## src/rtl/alu_cmd_sequencer_if.sv

```systemverilog
`default_nettype none
// +----------------------------------------------------------------------------+
// | Module      : alu_cmd_sequencer_if                                          |
// | Description : Bundle of the command, ALU and result handshake signals of    |
// |               alu_cmd_sequencer.                                            |
// |   cmd_*      command push side (valid/ready, opcode, a, b)                  |
// |   alu_*      registered ALU inputs out, combinational ALU result back in    |
// |   res_*      captured result with valid/ready                               |
// |   count/busy FIFO occupancy and activity status                             |
// |   slave  : view of the sequencer itself                                     |
// |   master : view of the surrounding logic (producer, ALU, consumer)          |
// | Revision    : 1.0 - initial release                                         |
// +----------------------------------------------------------------------------+
interface alu_cmd_sequencer_if #(
  parameter int CW = 3
);
  logic          cmd_valid;
  logic          cmd_ready;
  logic [3:0]    cmd_opcode;
  logic [7:0]    cmd_a;
  logic [7:0]    cmd_b;
  logic [3:0]    alu_opcode;
  logic [7:0]    alu_a;
  logic [7:0]    alu_b;
  logic [7:0]    alu_x;
  logic [7:0]    alu_y;
  logic          res_valid;
  logic          res_ready;
  logic [7:0]    res_x;
  logic [7:0]    res_y;
  logic [3:0]    res_opcode;
  logic          res_zero;
  logic [CW-1:0] count;
  logic          busy;

  modport slave (
    input  cmd_valid, cmd_opcode, cmd_a, cmd_b, alu_x, alu_y, res_ready,
    output cmd_ready, alu_opcode, alu_a, alu_b, res_valid, res_x, res_y,
           res_opcode, res_zero, count, busy
  );

  modport master (
    output cmd_valid, cmd_opcode, cmd_a, cmd_b, alu_x, alu_y, res_ready,
    input  cmd_ready, alu_opcode, alu_a, alu_b, res_valid, res_x, res_y,
           res_opcode, res_zero, count, busy
  );
endinterface
`default_nettype wire

```

## src/rtl/alu_cmd_sequencer.sv

```systemverilog
`default_nettype none
// +----------------------------------------------------------------------------+
// | Module      : alu_cmd_sequencer                                             |
// | Description : Issue stage for an 8-bit combinational ALU. Commands are      |
// |               queued in a DEPTH-entry FIFO, issued one at a time onto       |
// |               registered ALU inputs, and the ALU result is captured and     |
// |               offered downstream on a valid/ready handshake.                |
// | Ports       : clk   - rising-edge clock                                     |
// |               rst_n - asynchronous active-low reset                         |
// |               bus   - slave view of alu_cmd_sequencer_if (cmd/alu/res,      |
// |                       count, busy)                                          |
// | Revision    : 1.0 - initial release                                         |
// +----------------------------------------------------------------------------+
module alu_cmd_sequencer #(
  parameter int DEPTH = 4,
  parameter int CW    = 3
) (
  input  logic                clk,
  input  logic                rst_n,
  alu_cmd_sequencer_if.slave  bus
);

  localparam int AW = $clog2(DEPTH);

  typedef enum logic [1:0] {
    IDLE = 2'd0,
    EXEC = 2'd1,
    DONE = 2'd2
  } state_t;

  state_t        state;
  logic [CW-1:0] count;
  logic [AW-1:0] wr_ptr;
  logic [AW-1:0] rd_ptr;
  logic [19:0]   mem [DEPTH];
  logic [19:0]   head;

  logic [3:0]    alu_opcode;
  logic [7:0]    alu_a;
  logic [7:0]    alu_b;
  logic          res_valid;
  logic [7:0]    res_x;
  logic [7:0]    res_y;
  logic [3:0]    res_opcode;
  logic          res_zero;

  logic          cmd_ready;
  logic          push;
  logic          pop;

  // Ready depends only on the registered occupancy, so a full FIFO refuses a
  // command even when a pop frees a slot on the same edge.
  assign cmd_ready = (count < CW'(DEPTH));
  assign push      = bus.cmd_valid && cmd_ready;

  // Pops look at the registered count only: a command written on this edge is
  // not visible until the next one (no bypass path).
  assign pop = (count != '0) &&
               ((state == IDLE) || ((state == DONE) && bus.res_ready));

  assign head = mem[rd_ptr];

  // Storage array needs no reset; pointers and count define what is valid.
  always_ff @(posedge clk) begin
    if (push) begin
      mem[wr_ptr] <= {bus.cmd_opcode, bus.cmd_a, bus.cmd_b};
    end
  end

  always_ff @(posedge clk or negedge rst_n) begin
    if (!rst_n) begin
      state      <= IDLE;
      count      <= '0;
      wr_ptr     <= '0;
      rd_ptr     <= '0;
      alu_opcode <= '0;
      alu_a      <= '0;
      alu_b      <= '0;
      res_valid  <= 1'b0;
      res_x      <= '0;
      res_y      <= '0;
      res_opcode <= '0;
      res_zero   <= 1'b0;
    end else begin
      if (push) begin
        wr_ptr <= wr_ptr + AW'(1);
      end
      if (pop) begin
        rd_ptr     <= rd_ptr + AW'(1);
        alu_opcode <= head[19:16];
        alu_a      <= head[15:8];
        alu_b      <= head[7:0];
      end
      count <= count + CW'(push) - CW'(pop);

      case (state)
        IDLE: begin
          if (pop) begin
            state <= EXEC;
          end
        end
        EXEC: begin
          // ALU inputs have been stable for a full cycle; sample its result.
          res_x      <= bus.alu_x;
          res_y      <= bus.alu_y;
          res_opcode <= alu_opcode;
          res_zero   <= ({bus.alu_y, bus.alu_x} == 16'h0000);
          res_valid  <= 1'b1;
          state      <= DONE;
        end
        DONE: begin
          if (bus.res_ready) begin
            res_valid <= 1'b0;
            state     <= pop ? EXEC : IDLE;
          end
        end
        default: begin
          state <= IDLE;
        end
      endcase
    end
  end

  assign bus.cmd_ready  = cmd_ready;
  assign bus.alu_opcode = alu_opcode;
  assign bus.alu_a      = alu_a;
  assign bus.alu_b      = alu_b;
  assign bus.res_valid  = res_valid;
  assign bus.res_x      = res_x;
  assign bus.res_y      = res_y;
  assign bus.res_opcode = res_opcode;
  assign bus.res_zero   = res_zero;
  assign bus.count      = count;
  assign bus.busy       = (state != IDLE) || (count != '0);

endmodule
`default_nettype wire

```

## src/flat_wrapper.sv

```systemverilog
// flat-port wrapper written by rule: the top's interface ports become plain ports
module alu_cmd_sequencer_flat 
#(
  parameter int DEPTH = 4,
  parameter int CW    = 3
)
  (clk, rst_n, bus_cmd_valid, bus_cmd_opcode, bus_cmd_a, bus_cmd_b, bus_alu_x, bus_alu_y, bus_res_ready, bus_cmd_ready, bus_alu_opcode, bus_alu_a, bus_alu_b, bus_res_valid, bus_res_x, bus_res_y, bus_res_opcode, bus_res_zero, bus_count, bus_busy);
  alu_cmd_sequencer_if #(.CW(CW)) bus_i ();
  input  logic clk;
  input  logic rst_n;
  input wire logic [$bits(bus_i.cmd_valid)-1:0] bus_cmd_valid;
  input wire logic [$bits(bus_i.cmd_opcode)-1:0] bus_cmd_opcode;
  input wire logic [$bits(bus_i.cmd_a)-1:0] bus_cmd_a;
  input wire logic [$bits(bus_i.cmd_b)-1:0] bus_cmd_b;
  input wire logic [$bits(bus_i.alu_x)-1:0] bus_alu_x;
  input wire logic [$bits(bus_i.alu_y)-1:0] bus_alu_y;
  input wire logic [$bits(bus_i.res_ready)-1:0] bus_res_ready;
  output wire logic [$bits(bus_i.cmd_ready)-1:0] bus_cmd_ready;
  output wire logic [$bits(bus_i.alu_opcode)-1:0] bus_alu_opcode;
  output wire logic [$bits(bus_i.alu_a)-1:0] bus_alu_a;
  output wire logic [$bits(bus_i.alu_b)-1:0] bus_alu_b;
  output wire logic [$bits(bus_i.res_valid)-1:0] bus_res_valid;
  output wire logic [$bits(bus_i.res_x)-1:0] bus_res_x;
  output wire logic [$bits(bus_i.res_y)-1:0] bus_res_y;
  output wire logic [$bits(bus_i.res_opcode)-1:0] bus_res_opcode;
  output wire logic [$bits(bus_i.res_zero)-1:0] bus_res_zero;
  output wire logic [$bits(bus_i.count)-1:0] bus_count;
  output wire logic [$bits(bus_i.busy)-1:0] bus_busy;
  assign bus_i.cmd_valid = bus_cmd_valid;
  assign bus_i.cmd_opcode = bus_cmd_opcode;
  assign bus_i.cmd_a = bus_cmd_a;
  assign bus_i.cmd_b = bus_cmd_b;
  assign bus_i.alu_x = bus_alu_x;
  assign bus_i.alu_y = bus_alu_y;
  assign bus_i.res_ready = bus_res_ready;
  assign bus_cmd_ready = bus_i.cmd_ready;
  assign bus_alu_opcode = bus_i.alu_opcode;
  assign bus_alu_a = bus_i.alu_a;
  assign bus_alu_b = bus_i.alu_b;
  assign bus_res_valid = bus_i.res_valid;
  assign bus_res_x = bus_i.res_x;
  assign bus_res_y = bus_i.res_y;
  assign bus_res_opcode = bus_i.res_opcode;
  assign bus_res_zero = bus_i.res_zero;
  assign bus_count = bus_i.count;
  assign bus_busy = bus_i.busy;
  alu_cmd_sequencer #(.DEPTH(DEPTH), .CW(CW)) u_core (.clk(clk), .rst_n(rst_n), .bus(bus_i));
endmodule
```

## config.mk

```make
export PLATFORM = sky130hd
export DESIGN_NAME = alu_cmd_sequencer_flat
export DESIGN_NICKNAME = d
export VERILOG_FILES = /design/src/rtl/alu_cmd_sequencer_if.sv /design/src/rtl/alu_cmd_sequencer.sv /design/src/flat_wrapper.sv
export SDC_FILE = /design/constraint.sdc
export NUM_CORES = 1
export LEC_CHECK = 0
export CORE_MARGIN = 2
export CORE_UTILIZATION = 47
export CTS_CLUSTER_DIAMETER = 150
export DETAILED_ROUTE_END_ITERATION = 8
export GPL_TIMING_DRIVEN = 0
export MAX_ROUTING_LAYER = met4
export PLACE_DENSITY_LB_ADDON = 0.3
export SYNTH_ARGS = -nofsm -noshare
export SYNTH_HDL_FRONTEND = slang
export SYNTH_SLANG_ARGS = --single-unit
export TNS_END_PERCENT = 10
```

## constraint.sdc

```tcl
create_clock -name clk -period 2.3 [get_ports clk]
set_input_delay 0.46 -clock clk [delete_from_list [all_inputs] [get_ports clk]]
set_output_delay 0.46 -clock clk [all_outputs]
set_load 0.01 [all_outputs]
```

Word level (Yosys, flattened, before mapping)
Memories as Yosys holds them, arrays and structs flattened. A register that Yosys moved wholly into a read port is not among the register bits.
Cells that the tools add are included.

operators by class
  add/sub/neg operators = 4
  order comparisons = 1
  eq/ne operators = 4
  mux-type cells = 8
  reduce and logical (&&, ||, !) cells = 13

operator list
  cell                   count
  $logic_not A16 Y1      1
  $pmux W2 S3            1
  $add A2 B1 Y2 const B  2
  $mux W1                4
  $mux W2                2
  $reduce_and A2 Y1      2
  $reduce_bool A2 Y1     2
  $add A3 B1 Y3          1
  $logic_and A1 B1 Y1    3
  $lt A3 B3 Y1 const B   1
  $reduce_bool A3 Y1     1
  $sub A3 B1 Y3          1
  $eq A2 B1 Y1 const B   1
  $eq A2 B2 Y1 const B   1
  $logic_not A2 Y1       1
  $logic_or A1 B1 Y1     2
  $ne A2 B1 Y1 const B   1
  $ne A2 B2 Y1 const B   1
  $pmux W1 S2            1
  $logic_not A1 Y1       1

word-level totals
  flip-flop bits (word level) = 31
  bits in writable memories = 80
  bits of input ports = 40
  output and inout bits = 47
  logic and storage cells = 40
  memories kept = 1

memory list
  name        depth  bits a word  rd ports  clocked after Yosys merged registers in  write ports  line                     source
  u_core.mem  4      20           1         1                                        1            alu_cmd_sequencer.sv:35  logic [19:0] mem [DEPTH];

Longest topological paths before layout
  depth after elaboration = 7
  mapped depth = 9
  depth with buffers taken out = 8

Least setup slack after synthesis
Ideal clock, no wire load.

  path kind = register -> register
  start point = reg u_core.count[1], in the netlist u_core.bus.count[1]
  end point = reg u_core.count[2], in the netlist u_core.bus.count[2]
  library setup time = 123 ps
  data arrival time = 2154 ps
  data required time = 2177 ps
  setup slack = 23 ps
  cell stages (with the launch flop) = 10
  path buffers = 1
  clock period less this slack = 2277 ps
  cell sequence = dfrtp_1 nor3_2 nor3_4 buf_4 ha_1 inv_1 ha_1 fa_1 xnor2_1 xnor2_1

on the way
  elaborated cells on any way between the ends = 6
  classes of those cells = 2 x add/sub; 1 x order compare; 3 x reduce/logical

RTL lines
  what                    line                     source
  start, declared         alu_cmd_sequencer.sv:32  logic [CW-1:0] count;
  start signal, assigned  alu_cmd_sequencer.sv:94  count <= count + CW'(push) - CW'(pop);
  $reduce_bool A3 Y1      alu_cmd_sequencer.sv:58  assign pop = (count != '0) &&
  $logic_and A1 B1 Y1     alu_cmd_sequencer.sv:58
  named net u_core.pop    alu_cmd_sequencer.sv:49  logic pop;
  $sub A3 B1 Y3           alu_cmd_sequencer.sv:94

The timed path passes the listed nets, and every way through them passes these cells.
A chain may end at the register's enable or synchronous reset.

Final worst setup path
  start point = reg u_core.count[0], in the netlist u_core.bus.count[0]
  end point = out bus_busy

on the way
  word-level cells in the longest chain between the ends = 2

ends and longest elaborated chain
  what                line                      source
  $reduce_bool A3 Y1  alu_cmd_sequencer.sv:134  assign bus.busy = (state != IDLE) || (count != '0);
  $logic_or A1 B1 Y1  alu_cmd_sequencer.sv:134
  end, declared       flat_wrapper.sv:28        output wire logic [$bits(bus_i.busy)-1:0] bus_busy;

Every way passes these cells.

==> reports/qor.yml <==
finalSetupViolCount: 0
relSlewSlack_pct: 59.7
post-route-period-util_pct: 98.3
multi_input_area_sq_mm: 0.00129
regArea_sq_mm: 0.00368
start_kind: "flop"
core_sq_mm: 0.0104
synth_top_cell_by_area: "edfxtp_1"
final_common_cell: "clkdlybuf4s50_1"
start_util_pct: 48.7
max_freq_mhz: 442
hp-class: "input pin to asynchronous set/reset pin"
rrSetupSlack_ns: 0.25
fin_hold_ws_ns: 0.454
ios: 87
h-tree-depth: 4
grt_start_max_net_pins: 34
cts-root-buf: "clkbuf_8"
fin_util_pct: 64.6
dp_hpwl_um: 5720
cellLeakagePower_nw: 2.52
yosysTopAreaCellShare_pct: 47.5
fill_cells: 756
clk_path_buf_depth: 2
clk_latency_ns: 0.51
syn_inst: 248
final_nets: 403
max-cap-violations: 0
antenna_left: 0
ir_drop_mv: 0.710
die_area_sq_mm: 0.0116
die_w_um: 108
grt_first_pass_wirelength_um: 13900
port_buffers: 86
cts_buffers: 17
drive_gt1_share_pct: 28.2
critPathMaxFanout: 3
die_h_um: 108
routabilityCongestion: 0.692
antenna_found_initial: 0
cts_tree: "yes"
skew_ns: 0.00931
grt_pass1_vias: 2668
num_rows: 37
first_pass_iters: 4
end_kind: "output pin"
slew_violations: 0
routed_via_density: 5.02
synth_cell_types: 29
rsz0062_at_grt: "yes"
required_ns: 1.84
grt_overflow: 0
worstMarginPinSlew_ns: 0.604
ys_seq_area_share_pct: 72.8
status: "complete, no violations"
synth_area_leaders: "edfxtp_1 48%, dfrtp_1 25%, mux4_2 8.0%"
synth_fp_nets: 295
avgSynthCellArea_sq_um: 20.4
clk_pin_slew_worst_paths_ns: 0.06
vias: 2535
diodes: 0
wl_per_cell_um: 17.4
routed_wl_um: 8770
numClockSinks: 131
yosys_warnings: 0
area_delta_synth_final_pct: 32.6
hold_viol: 0
power_density_mw_per_mm2: 1410
drt_drc_violations_left: 0
path_class: "flop to output pin"
track_usage_pct: 16.9
drtIter0Drc: 125
layout_common_cells: "85 x clkdlybuf4s50_1, 80 x edfxtp_1, 51 x dfrtp_1, 22 x mux2_2"
synth.cell_area_sq_mm: 0.00505
crit_arrival_ns: 1.80
fin_crit_ns: 2.26
ys_ff_latch: 131
-- metrics by stage --
stage / setup TNS (ns) / power [mW] / cell area (sq um) / std cells / worst slack (ns)
finish: 0 / 9.45 / 6700 / 505 / 0.0393
global route: -0.0479 / 9.97 / 6700 / 505 / -0.0479
CTS: 0 / 9.59 / 6700 / 505 / 0.00857
detailed placement: -30.66 / 6.99 / 6100 / 471 / -0.547
global placement: -73.72 / 6.89 / 6090 / 470 / -0.863
floorplan: 0 / 5.61 / 5050 / 248 / 0.0232
-- routing by layer --
layer | vias up | part of all wire [%] | track usage [%]
met3 | 6 | 6.0 | 5.81
met5 | - | 0 | -
met4 | 0 | 0.55 | 6.32
met2 | 78 | 50 | 26.5
met1 | 1278 | 44 | 20.5
li1 | 1173 | - | -
-- worst max-delay path, stage by stage, from the launching register on --
cell,delay [ns]
dfrtp_1,0.42
nor3_4,0.28
nand2_1,0.09
clkdlybuf4s50_1,0.50
-- flip-flops by register name, indices dropped and copies added, names as in the netlist, 2 cells and up --
signal                 count
u_core.bus.alu_a           8
u_core.bus.alu_b           8
u_core.bus.alu_opcode      4
u_core.bus.count           3
u_core.bus.res_opcode      4
u_core.bus.res_x           8
u_core.bus.res_y           8
u_core.mem                80
u_core.rd_ptr              2
u_core.state               2
u_core.wr_ptr              2
-- path summary, 6_finish.rpt --
path,startpoint,to,depth (start not counted)
hold / removal,rst_n,u_core.bus.count[1],2
hold reg to reg,u_core.bus.res_zero,u_core.bus.res_zero,2
setup / recovery,u_core.bus.count[0],bus_busy,3
setup reg to reg,u_core.bus.count[0],u_core.bus.count[2],8
max in group asynchronous,rst_n,u_core.bus.alu_b[3],3
min in group clk,u_core.bus.res_zero,u_core.bus.res_zero,2
-- cell type report --
class | instances | share of cell area, %
flip-flops and latches | 131 | 54.9
multi-input cells | 99 | 19.3
repair buffers | 90 | 13.4
clock buffers | 18 | 6.23
well taps | 136 | 2.54
clock inverters | 14 | 2.31
plain buffers | 9 | 0.859
inverters | 8 | 0.448
-- report_power, final --
part / leakage [nW] / switching, mW / internal [mW]
clock network: 0.277 / 0.985 / 1.55
logic: 0.922 / 1.32 / 2.03
registers: 1.33 / 0.359 / 3.20
total: 2.52 / 2.66 / 6.79
-- Yosys cell counts (all sizes together) --
library cell	number
nor4b	1
nand4	1
ha	6
edfxtp	80
buf	6
nor4	4
xnor2	3
xor2	2
dfrtp	51
clkbuf	4
nor3	3
o21ai	3
nor2b	1
mux2	40
inv	8
nor2	1
nand2b	2
mux4	20
nand2	4
and2b	1
and2	4
fa	1
a21oi	2
-- what timing repair did --
| action | in CTS | in global routing |
|---|---|---|
| hold buffers | 1 | 0 |
| setup endpoints to repair | 2 | 81 |
| hold endpoints to repair | 18 | 0 |
| resized for setup | 1 | 4 |
| setup buffers | 2 | 0 |
| gates cloned | 0 | 0 |
| pin swaps | 2 | 0 |
-- logic make-up (layout without fill, tap and decap cells) --
family | count (synthesis) | in the layout | synth area share [%]
AO/OA/AOI/OAI | 5 | 5 | 0.495
XOR/XNOR | 5 | 5 | 0.866
AND/OR/NAND/NOR | 22 | 22 | 2.80
adder cells (fa/ha/maj) | 7 | 7 | 1.88
multiplexers | 60 | 60 | 19.3
flip-flops | 131 | 131 | 72.8
buffers and inverters | 18 | 139 | 1.88
(Power assumes the default switching activity.)
